===== config.mk =====
export PLATFORM = sky130hd
export DESIGN_NAME = if_id_buf_flat
export DESIGN_NICKNAME = d
export VERILOG_FILES = /design/src/rtl/if_id_buf_if.sv /design/src/rtl/if_id_buf.sv /design/src/flat_wrapper.sv
export SDC_FILE = /design/constraint.sdc
export NUM_CORES = 1
export LEC_CHECK = 0
export CAP_MARGIN = 20
export CORE_MARGIN = 2
export CORE_UTILIZATION = 54
export DETAILED_ROUTE_END_ITERATION = 10
export PLACE_DENSITY = 0.85
export SETUP_SLACK_MARGIN = 0.02
export SLEW_MARGIN = 20
export SYNTH_ARGS = -nofsm -noshare
export SYNTH_HDL_FRONTEND = slang
export SYNTH_SLANG_ARGS = --single-unit

===== constraint.sdc =====
create_clock -name clk -period 5.4 [get_ports clk]
set_input_delay 1.35 -clock clk [delete_from_list [all_inputs] [get_ports clk]]
set_output_delay 1.35 -clock clk [all_outputs]
set_load 0.005 [all_outputs]

===== src/rtl/if_id_buf_if.sv =====
// Fetch/decode handshake bundle for the IF/ID buffer.
// slave is the buffer side, master is the fetch/decode/control side.
interface if_id_buf_if;
   logic        if_valid_i;
   logic        if_ready_o;
   logic [31:0] pc_i;
   logic [31:0] inst_i;
   logic        id_valid_o;
   logic        id_ready_i;
   logic [31:0] pc_o;
   logic [31:0] inst_o;
   logic        flush_i;
   logic [31:0] stall_cnt_o;

   modport slave (
      input  if_valid_i, pc_i, inst_i,
      input  id_ready_i, flush_i,
      output if_ready_o, id_valid_o,
      output pc_o, inst_o, stall_cnt_o
   );

   modport master (
      output if_valid_i, pc_i, inst_i,
      output id_ready_i, flush_i,
      input  if_ready_o, id_valid_o,
      input  pc_o, inst_o, stall_cnt_o
   );
endinterface


===== src/rtl/if_id_buf.sv =====
// Two-entry elastic IF/ID buffer with flush and stall counter.
// Ready to fetch depends on registered occupancy only.
`ifndef CPU_RESET_ADDR
`define CPU_RESET_ADDR 32'h8000_0000
`endif

module if_id_buf (
   input logic   clk,
   input logic   rst_n,
   if_id_buf_if.slave bus
);
   localparam logic [31:0] NOP_INST = 32'h0000_0013;

   typedef enum logic [1:0] {
      EMPTY = 2'd0,
      ONE   = 2'd1,
      FULL  = 2'd2
   } state_e;

   state_e      state_q, state_d;
   logic        wr_ptr_q, wr_ptr_d;
   logic        rd_ptr_q, rd_ptr_d;
   logic [31:0] pc_q [2];
   logic [31:0] pc_d [2];
   logic [31:0] inst_q [2];
   logic [31:0] inst_d [2];
   logic [31:0] stall_cnt_q, stall_cnt_d;

   logic if_ready;
   logic id_valid;
   logic push;
   logic pop;

   assign if_ready = (state_q != FULL);
   assign id_valid = (state_q != EMPTY);
   assign push = bus.if_valid_i & if_ready & ~bus.flush_i;
   assign pop  = id_valid & bus.id_ready_i & ~bus.flush_i;

   always_comb begin
      state_d     = state_q;
      wr_ptr_d    = wr_ptr_q;
      rd_ptr_d    = rd_ptr_q;
      pc_d        = pc_q;
      inst_d      = inst_q;
      stall_cnt_d = stall_cnt_q;

      if (push) begin
         pc_d[wr_ptr_q]   = bus.pc_i;
         inst_d[wr_ptr_q] = bus.inst_i;
         wr_ptr_d         = ~wr_ptr_q;
      end
      if (pop)
         rd_ptr_d = ~rd_ptr_q;

      unique case (state_q)
         EMPTY: if (push) state_d = ONE;
         ONE: begin
            if (push & ~pop) state_d = FULL;
            else if (pop & ~push) state_d = EMPTY;
         end
         FULL: if (pop) state_d = ONE;
         default: state_d = EMPTY;
      endcase

      // Flush overrides everything; slot contents stay but are unreachable.
      if (bus.flush_i) begin
         state_d  = EMPTY;
         wr_ptr_d = 1'b0;
         rd_ptr_d = 1'b0;
      end

      if (id_valid & ~bus.id_ready_i & ~bus.flush_i)
         stall_cnt_d = stall_cnt_q + 32'd1;
   end

   always_ff @(posedge clk or negedge rst_n) begin
      if (!rst_n) begin
         state_q     <= EMPTY;
         wr_ptr_q    <= 1'b0;
         rd_ptr_q    <= 1'b0;
         pc_q[0]     <= `CPU_RESET_ADDR;
         pc_q[1]     <= `CPU_RESET_ADDR;
         inst_q[0]   <= NOP_INST;
         inst_q[1]   <= NOP_INST;
         stall_cnt_q <= 32'd0;
      end else begin
         state_q     <= state_d;
         wr_ptr_q    <= wr_ptr_d;
         rd_ptr_q    <= rd_ptr_d;
         pc_q[0]     <= pc_d[0];
         pc_q[1]     <= pc_d[1];
         inst_q[0]   <= inst_d[0];
         inst_q[1]   <= inst_d[1];
         stall_cnt_q <= stall_cnt_d;
      end
   end

   assign bus.if_ready_o  = if_ready;
   assign bus.id_valid_o  = id_valid;
   assign bus.pc_o        = pc_q[rd_ptr_q];
   assign bus.inst_o      = id_valid ? inst_q[rd_ptr_q] : NOP_INST;
   assign bus.stall_cnt_o = stall_cnt_q;
endmodule


===== src/flat_wrapper.sv =====
// flat-port wrapper written by rule: the top's interface ports become plain ports
module if_id_buf_flat 
  (clk, rst_n, bus_if_valid_i, bus_pc_i, bus_inst_i, bus_id_ready_i, bus_flush_i, bus_if_ready_o, bus_id_valid_o, bus_pc_o, bus_inst_o, bus_stall_cnt_o);
  if_id_buf_if bus_i ();
  input logic clk;
  input logic rst_n;
  input wire logic [$bits(bus_i.if_valid_i)-1:0] bus_if_valid_i;
  input wire logic [$bits(bus_i.pc_i)-1:0] bus_pc_i;
  input wire logic [$bits(bus_i.inst_i)-1:0] bus_inst_i;
  input wire logic [$bits(bus_i.id_ready_i)-1:0] bus_id_ready_i;
  input wire logic [$bits(bus_i.flush_i)-1:0] bus_flush_i;
  output wire logic [$bits(bus_i.if_ready_o)-1:0] bus_if_ready_o;
  output wire logic [$bits(bus_i.id_valid_o)-1:0] bus_id_valid_o;
  output wire logic [$bits(bus_i.pc_o)-1:0] bus_pc_o;
  output wire logic [$bits(bus_i.inst_o)-1:0] bus_inst_o;
  output wire logic [$bits(bus_i.stall_cnt_o)-1:0] bus_stall_cnt_o;
  assign bus_i.if_valid_i = bus_if_valid_i;
  assign bus_i.pc_i = bus_pc_i;
  assign bus_i.inst_i = bus_inst_i;
  assign bus_i.id_ready_i = bus_id_ready_i;
  assign bus_i.flush_i = bus_flush_i;
  assign bus_if_ready_o = bus_i.if_ready_o;
  assign bus_id_valid_o = bus_i.id_valid_o;
  assign bus_pc_o = bus_i.pc_o;
  assign bus_inst_o = bus_i.inst_o;
  assign bus_stall_cnt_o = bus_i.stall_cnt_o;
  if_id_buf u_core (.clk(clk), .rst_n(rst_n), .bus(bus_i));
endmodule

==> summary.md, run 1 <==
| Metric | Value |
|---|---|
| Status | completed |
| Clk buf depth | 2 |
| Fill count | between 900 and 1000 |
| Final Cycle Share | 0.713 |
| First-pass GRT wire length | between 20000 and 30000 um |
| Logic gate share of total power | 0.216 |
| Fmax | approximately 260 MHz |
| Commonest non-fill, non-tap cell in the layout | clkdlybuf4s50_1 |
| Register area | 0.00412 mm^2 |
| Switching Share | 0.248 |
| # nets final | approximately 770 |
| Final core occ | 0.735 |
| Final worst slack | approximately 1.5 ns |
| Largest net degree at the start of global routing | 67 |
| Hold Vio Cnt, Final | 0 |
| CP max FO | 65 |
| Tot Pwr | between 0.003 and 0.004 W |
| Area grow syn2layout | 32.8% |
| Most frequent cells in the layout | 165 x clkdlybuf4s50_1, 155 x dfrtp_1, 139 x mux2_2, 39 x nor2_1, 32 x mux2i_1 |
| Post-synth EDFFs | 0 |
| PostCTS Resize Cnt | 0 |
| Unique masters post-synth | 36 |
| Core area | 0.0133 mm^2 |
| CTS tree | yes |
| Setup Skew | ~0.008 ns |
| PortBufs | 166 |
| Hold Path Depth | 1 |
| Die footprint | about 0.015 mm^2 |
| CP Capture Type | output port |
| Post-CTS setup buffers | 0 |
| Setup violators final | 0 |
| Rel. slew slack | 0.288 |
| H-Tree Level Count | 4 |
| Clock Latency Late Sink | 0.42 ns |
| Pins over their slew limit | 0 |
| Yosys top cell area share | 0.531 |
| Critical Path RT | slightly above 4 ns |
| Die height | 121 um |
| VDD IR max | 212 uV |
| Worst slack, placed | 1.79 ns |
| Crit path DAT | 2.50 ns |
| Leak pwr | 4.07 nW |
| Proportion of layout cells with a drive suffix above 1 | 0.276 |
| Total number of vias | just under 5000 |
| Via density per instance | 5.53 |
| RSZ-0062 raised after global routing | false |
| Flops & latches, synth | 164 |
| Max-cap viol count | 0 |
| Remaining DRCs | 0 |
| Power per cell area | around 380 mW/mm^2 |
| Root buf cell | clkbuf_16 |
| Die W | 121 um |
| Net Count, Synth | between 600 and 700 |
| Syn_area_per_cell | 13.6 um^2 |
| Yosys top cell by area | dfrtp_1 |
| Yosys warns | 0 |
| Hold WC Path Type | flop to flop |
| P_sw | 0.000919 W |
| Seq/Total Area, Yosys | 0.560 |
| TNS Setup | 0 ns |
| CTS Sinks | 164 |
| Final HPWL DP | 10800 um |
| Antenna violations before repair | 0 |
| FP Rows | 42 |
| Routability cong. | 0.764 |
| Initial core utilization | 0.553 |
| Post-Route WL | 16400 um |
| Pre-Repair DR Iteration Count | 4 |
| GRT Util Overall | 0.236 |
| Ports | roughly 170 |
| Cell internal pwr | 0.00279 W |
| Vias in the first global route | about 5400 |
| Synth area leaders | dfrtp_1 53%, mux2_2 21%, mux2i_1 4.4%, mux2_1 3.4%, dfstp_2 2.9% |
| Clk pin slew, worst setup/hold paths | 0.06 ns |
| Asr flop ratio synth | 1.00 |
| Antenna viol nets, final | 0 |
| Cts bufs inserted | 17 |
| N_diodes | 0 |
| R2R Setup Slk | 3.02 ns |
| Period minus WS final | 3.85 ns |
| Clock power share | 0.322 |
| Actual slew at the worst max-slew pin | approximately 1.1 ns |
| CTS hold repair buffers | 0 |
| Post-synth design cell area | 0.00735 mm^2 |
| Multi-input logic area | 0.00310 mm^2 |
| WS Path Type | flop to output port |
| Post-Syn Instances | between 500 and 600 |
| 1st-iter DRT viols | 254 |
| Grt total ovfl | 0 |
| Avg WL per Cell | approximately 18 um |
| Startpoint Class | flop |
| Sequential group share of total power | 0.462 |
| Main synth FF type | dfrtp_1 |
| Reg2Reg Depth | 5 |
[per-stage QoR]
stage | std cells | area [um^2] | hold WS (ns)
floorplan | 540 | 7350 | 0.454
global placement | 861 | 9180 | 0.459
detailed placement | 861 | 9180 | 0.462
CTS | 893 | 9770 | 0.473
global route | 893 | 9770 | 0.492
finish | 893 | 9770 | 0.467
[cell type report]
| class | count | area share |
|---|---|---|
| clock buffer | 23 | 0.0500 |
| clock inverter | 9 | 0.0105 |
| inverter | 7 | 0.00269 |
| multi-input combinational | 343 | 0.317 |
| sequential | 164 | 0.422 |
| tap | 176 | 0.0225 |
| timing repair buffer | 171 | 0.175 |
[Yosys cell counts, types with 8 or more instances]
cell type	instances
xor2_1	21
mux2_1	22
xnor2_1	13
buf_2	14
nand2_1	16
dfrtp_1	156
nand3_1	10
mux2_2	139
nand4_1	10
nor2_1	40
mux2i_1	32
dfstp_2	8
[power groups by stage]
stage / Clock [W] / Sequential, W / Combinational [W]
finish: 0.00120 / 0.00171 / 0.000802
global placement: 0 / 0.00170 / 0.000773
CTS: 0.00121 / 0.00171 / 0.000815
detailed placement: 0 / 0.00173 / 0.000807
floorplan: 0 / 0.00165 / 0.000451
global route: 0.00128 / 0.00175 / 0.000870
[registers in the layout, indices dropped and copies added, names as in the netlist]
name                    count
u_core.bus.stall_cnt_o     32
u_core.inst_q              64
u_core.pc_q                64
u_core.rd_ptr_q             1
u_core.state_q              2
u_core.wr_ptr_q             1
[routing by layer]
metal / vias to the layer above / global-route usage / wire (um)
met5: - / 0 / 0
met4: 0 / 0.0901 / 320
met1: 2517 / 0.288 / 6920
met3: 31 / 0.0755 / 1020
li1: 2238 / - / -
met2: 152 / 0.391 / 8170
[cells by family after synthesis]
family | Yosys count | share of synthesized area
muxes | 193 | 0.290
DFF | 164 | 0.560
xor gates and xnor gates | 34 | 0.0405
adders and majority gates | 1 | 0.00170
AOI/OAI and AO/OA | 2 | 0.00187
buffers and inverters | 33 | 0.0192
and+or+nand+nor | 113 | 0.0870
[path summary, 6_finish.rpt]
path                                                     endpoint                                    from
max                                                bus_inst_o[28]             u_core.rd_ptr_q$_DFFE_PN0P_
min                        u_core.bus.stall_cnt_o[31]$_DFFE_PN0P_  u_core.bus.stall_cnt_o[31]$_DFFE_PN0P_
max reg2reg                           u_core.pc_q[50]$_DFFE_PN0P_           u_core.state_q[0]$_DFFE_PN0P_
min reg2reg                u_core.bus.stall_cnt_o[31]$_DFFE_PN0P_  u_core.bus.stall_cnt_o[31]$_DFFE_PN0P_
max in group asynchronous           u_core.inst_q[42]$_DFFE_PN0P_                                   rst_n
min in group asynchronous  u_core.bus.stall_cnt_o[29]$_DFFE_PN0P_                                   rst_n
[worst max-delay path, cell delays in order, from the launching register on]
cell             delay (ns)
dfrtp_4                1.13
mux2i_1                0.18
nor2_1                 0.21
clkdlybuf4s50_1        0.54
Note: power is estimated with default switching activity, not from simulation.
==> run 2: changes to the inputs <==
--- a/config.mk
+++ b/config.mk
@@ -7,9 +7,9 @@
 export LEC_CHECK = 0
 export CAP_MARGIN = 20
 export CORE_MARGIN = 2
-export CORE_UTILIZATION = 54
+export CORE_UTILIZATION = 46
 export DETAILED_ROUTE_END_ITERATION = 10
-export PLACE_DENSITY = 0.85
+export PLACE_DENSITY = 0.77
 export SETUP_SLACK_MARGIN = 0.02
 export SLEW_MARGIN = 20
 export SYNTH_ARGS = -nofsm -noshare
==> constraint.sdc (replaced) <==
create_clock -name clk -period 3.5 [get_ports clk]
set_input_delay 0.875 -clock clk [delete_from_list [all_inputs] [get_ports clk]]
set_output_delay 0.875 -clock clk [all_outputs]
set_load 0.005 [all_outputs]
==> run 2 against run 1 <==
  * Combinational power is 57% higher
  * Critical path type unchanged
  * Highest routed layer unchanged
  * First-iteration DRC count decreased by 44%
  * Final area grew 1.2%
  * Critical path depth unchanged
  * Register-to-register slack got worse by 1.7 ns
==> summary.md, run 2 (synthesis gave the netlist of run 1 again) <==
| Metric | Value |
|---|---|
| Status | completed |
| Register area | 0.00412 mm^2 (unchanged) |
| First-pass GRT wire length | 25800 um (-2.9%) |
| Max-cap viol count | 0 (unchanged) |
| 1st-iter DRT viols | 141 (-44%) |
| Post-Route WL | 16300 um (-0.80%) |
| Antenna violations before repair | 0 (unchanged) |
| Die height | 130 um (+8.1%) |
| Clock Latency Late Sink | 0.42 ns (about the same) |
| Pins over their slew limit | 0 (unchanged) |
| Avg WL per Cell | 17.4 um (-5.5%) |
| CP max FO | 29 (-55%) |
| Ports | 167 (unchanged) |
| Via density per instance | 5.15 (-6.9%) |
| Delay-heaviest family, CP | buffers and inverters |
| Hold Vio Cnt, Final | 0 (unchanged) |
| Pre-Repair DR Iteration Count | 4 (unchanged) |
| Cts bufs inserted | 17 (unchanged) |
| TNS Setup | 0 ns (unchanged) |
| N_diodes | 0 (unchanged) |
| Die W | 130 um (+8.1%) |
| Startpoint Class | flop |
| Root buf cell | clkbuf_16 |
| Crit path DAT | 2.27 ns (-0.23 ns) |
| Clk pin slew, worst setup/hold paths | 0.06 ns (about the same) |
| PortBufs | 166 (unchanged) |
| # nets final | 778 (+0.52%) |
| Antenna viol nets, final | 0 (unchanged) |
| CTS hold repair buffers | 0 (unchanged) |
| Worst hold slack | 0.446 ns (-0.0209 ns) |
| Setup Skew | 0.00645 ns (-0.00153 ns) |
| FF-to-FF End | u_core.bus.stall_cnt_o[31]$_DFFE_PN0P_ |
| Die footprint | 0.0170 mm^2 (+17%) |
| R2R Setup Slk | 1.36 ns (-1.66 ns) |
| Total number of vias | 4824 (-2.3%) |
| Crit path buf inv count | 2 (+1) |
| Most frequent cells in the layout | 165 x clkdlybuf4s50_1, 155 x dfrtp_1, 139 x mux2_2, 39 x nor2_1, 32 x mux2i_1 |
| Hold WC Path Type | primary input to async pin |
| H-Tree Level Count | 4 (unchanged) |
| Vias in the first global route | 5133 (-4.1%) |
| Largest net degree at the start of global routing | 62 (-7.5%) |
| Final Cycle Share | 0.899 |
| GRT Util Overall | 0.195 (-0.0408) |
| WS Path Type | flop to output port |
| Final worst slack | 0.355 ns (-1.19 ns) |
| Actual slew at the worst max-slew pin | 0.721 ns (-0.347 ns) |
| CP max stage delay | 0.71 ns (-0.42 ns) |
| Routability cong. | 0.813 (+6.4%) |
| Post-CTS setup buffers | 0 (unchanged) |
| Final core occ | 0.626 (-0.108) |
| Reg2Reg Depth | 4 (-1) |
| Placed Area | 0.00929 mm^2 (+1.3%) |
| Rel. slew slack | 0.515 (+0.227) |
| CTS tree | yes |
| Worst slack, placed | 0.554 ns (-1.24 ns) |
| Crit-path cells | buf_12 -> mux2_2 -> clkdlybuf4s50_1 |
| VDD IR max | 365 uV (+72%) |
| Remaining DRCs | 0 (unchanged) |
| Leak pwr | 4.10 nW (+0.81%) |
| Fill count | 1221 (+35%) |
| Slowest stage cell on the critical path | dfrtp_4 |
| CP Capture Type | output port |
| Initial core utilization | 0.466 (-0.0868) |
| Setup violators final | 0 (unchanged) |
| Clk buf depth | 2 (unchanged) |
| Proportion of layout cells with a drive suffix above 1 | 0.282 (+0.00540) |
| Critical Path RT | 2.62 ns (-1.43 ns) |
| FP Rows | 46 (+9.5%) |
| Area grow syn2layout | 34.4% |
| Reg-to-reg startpoint | u_core.bus.stall_cnt_o[4]$_DFFE_PN0P_ |
| CTS Sinks | 164 (unchanged) |
| Commonest non-fill, non-tap cell in the layout | clkdlybuf4s50_1 |
| Final instance area | 0.00988 mm^2 (+1.2%) |
| Final HPWL DP | 10900 um (+1.2%) |
| PostCTS Resize Cnt | 0 (unchanged) |
| Grt total ovfl | 0 (unchanged) |
| RSZ-0062 raised after global routing | false |
| Fmax | 318 MHz |
| Power per cell area | 578 mW/mm^2 (+52%) |
| Core area | 0.0158 mm^2 (+19%) |
| Period minus WS final | 3.15 ns |
| Multi-input logic area | 0.00310 mm^2 (unchanged) |
==> run 2: cell count changes in the layout (fill, tap and decap cells not counted) <==
cell      delta
clkbuf_1     -1
inv_6        +2
clkbuf_8     -2
buf_12       +3
clkinv_4     +1
buf_4        +1
==> run 2: stage by stage <==
step / std cells / power, W
6_report: 937 / 0.00571
3_3_place_gp: 905 / 0.00382
2_1_floorplan: 540 / 0.00325
3_5_place_dp: 905 / 0.00391
5_1_grt: 937 / 0.00599
4_1_cts: 937 / 0.00577
==> run 2: layout make-up <==
cell class | count | area share
Timing Repair Buffer | 175 | 0.180
Tap cell | 216 | 0.0274
Clock inverter | 12 | 0.0130
Inverter | 7 | 0.00266
Sequential cell | 164 | 0.417
Multi-Input combinational cell | 343 | 0.314
Clock buffer | 20 | 0.0462
==> run 2: how the worst max path moves through the flow <==
stage                                      startpoint                                     end  slack [ns]  cells past startpoint
after floorplan           u_core.rd_ptr_q$_DFFE_PN0P_                            bus_pc_o[24]        1.24                      3
after global placement                    bus_flush_i  u_core.bus.stall_cnt_o[15]$_DFFE_PN0P_        0.65                      5
after detailed placement                  bus_flush_i  u_core.bus.stall_cnt_o[22]$_DFFE_PN0P_        0.55                      5
after CTS                 u_core.rd_ptr_q$_DFFE_PN0P_                             bus_pc_o[2]        0.32                      3
after global routing      u_core.rd_ptr_q$_DFFE_PN0P_                          bus_inst_o[13]        0.28                      4
final                     u_core.rd_ptr_q$_DFFE_PN0P_                             bus_pc_o[4]        0.35                      3
==> run 2: layer usage <==
layer | GRT usage | wire length, um | up-vias
met5 | 0 | 0 | -
met4 | 0.0676 | 262 | 0
met3 | 0.0603 | 993 | 22
met2 | 0.324 | 7940 | 125
met1 | 0.243 | 7110 | 2432
li1 | - | - | 2245
==> run 2: power by group <==
| part | leakage, nW | internal (W) | switching (W) |
|---|---|---|---|
| Combinational | 1.83 | 0.000835 | 0.000421 |
| Sequential | 1.99 | 0.00236 | 0.000253 |
| Clock | 0.283 | 0.00109 | 0.000750 |
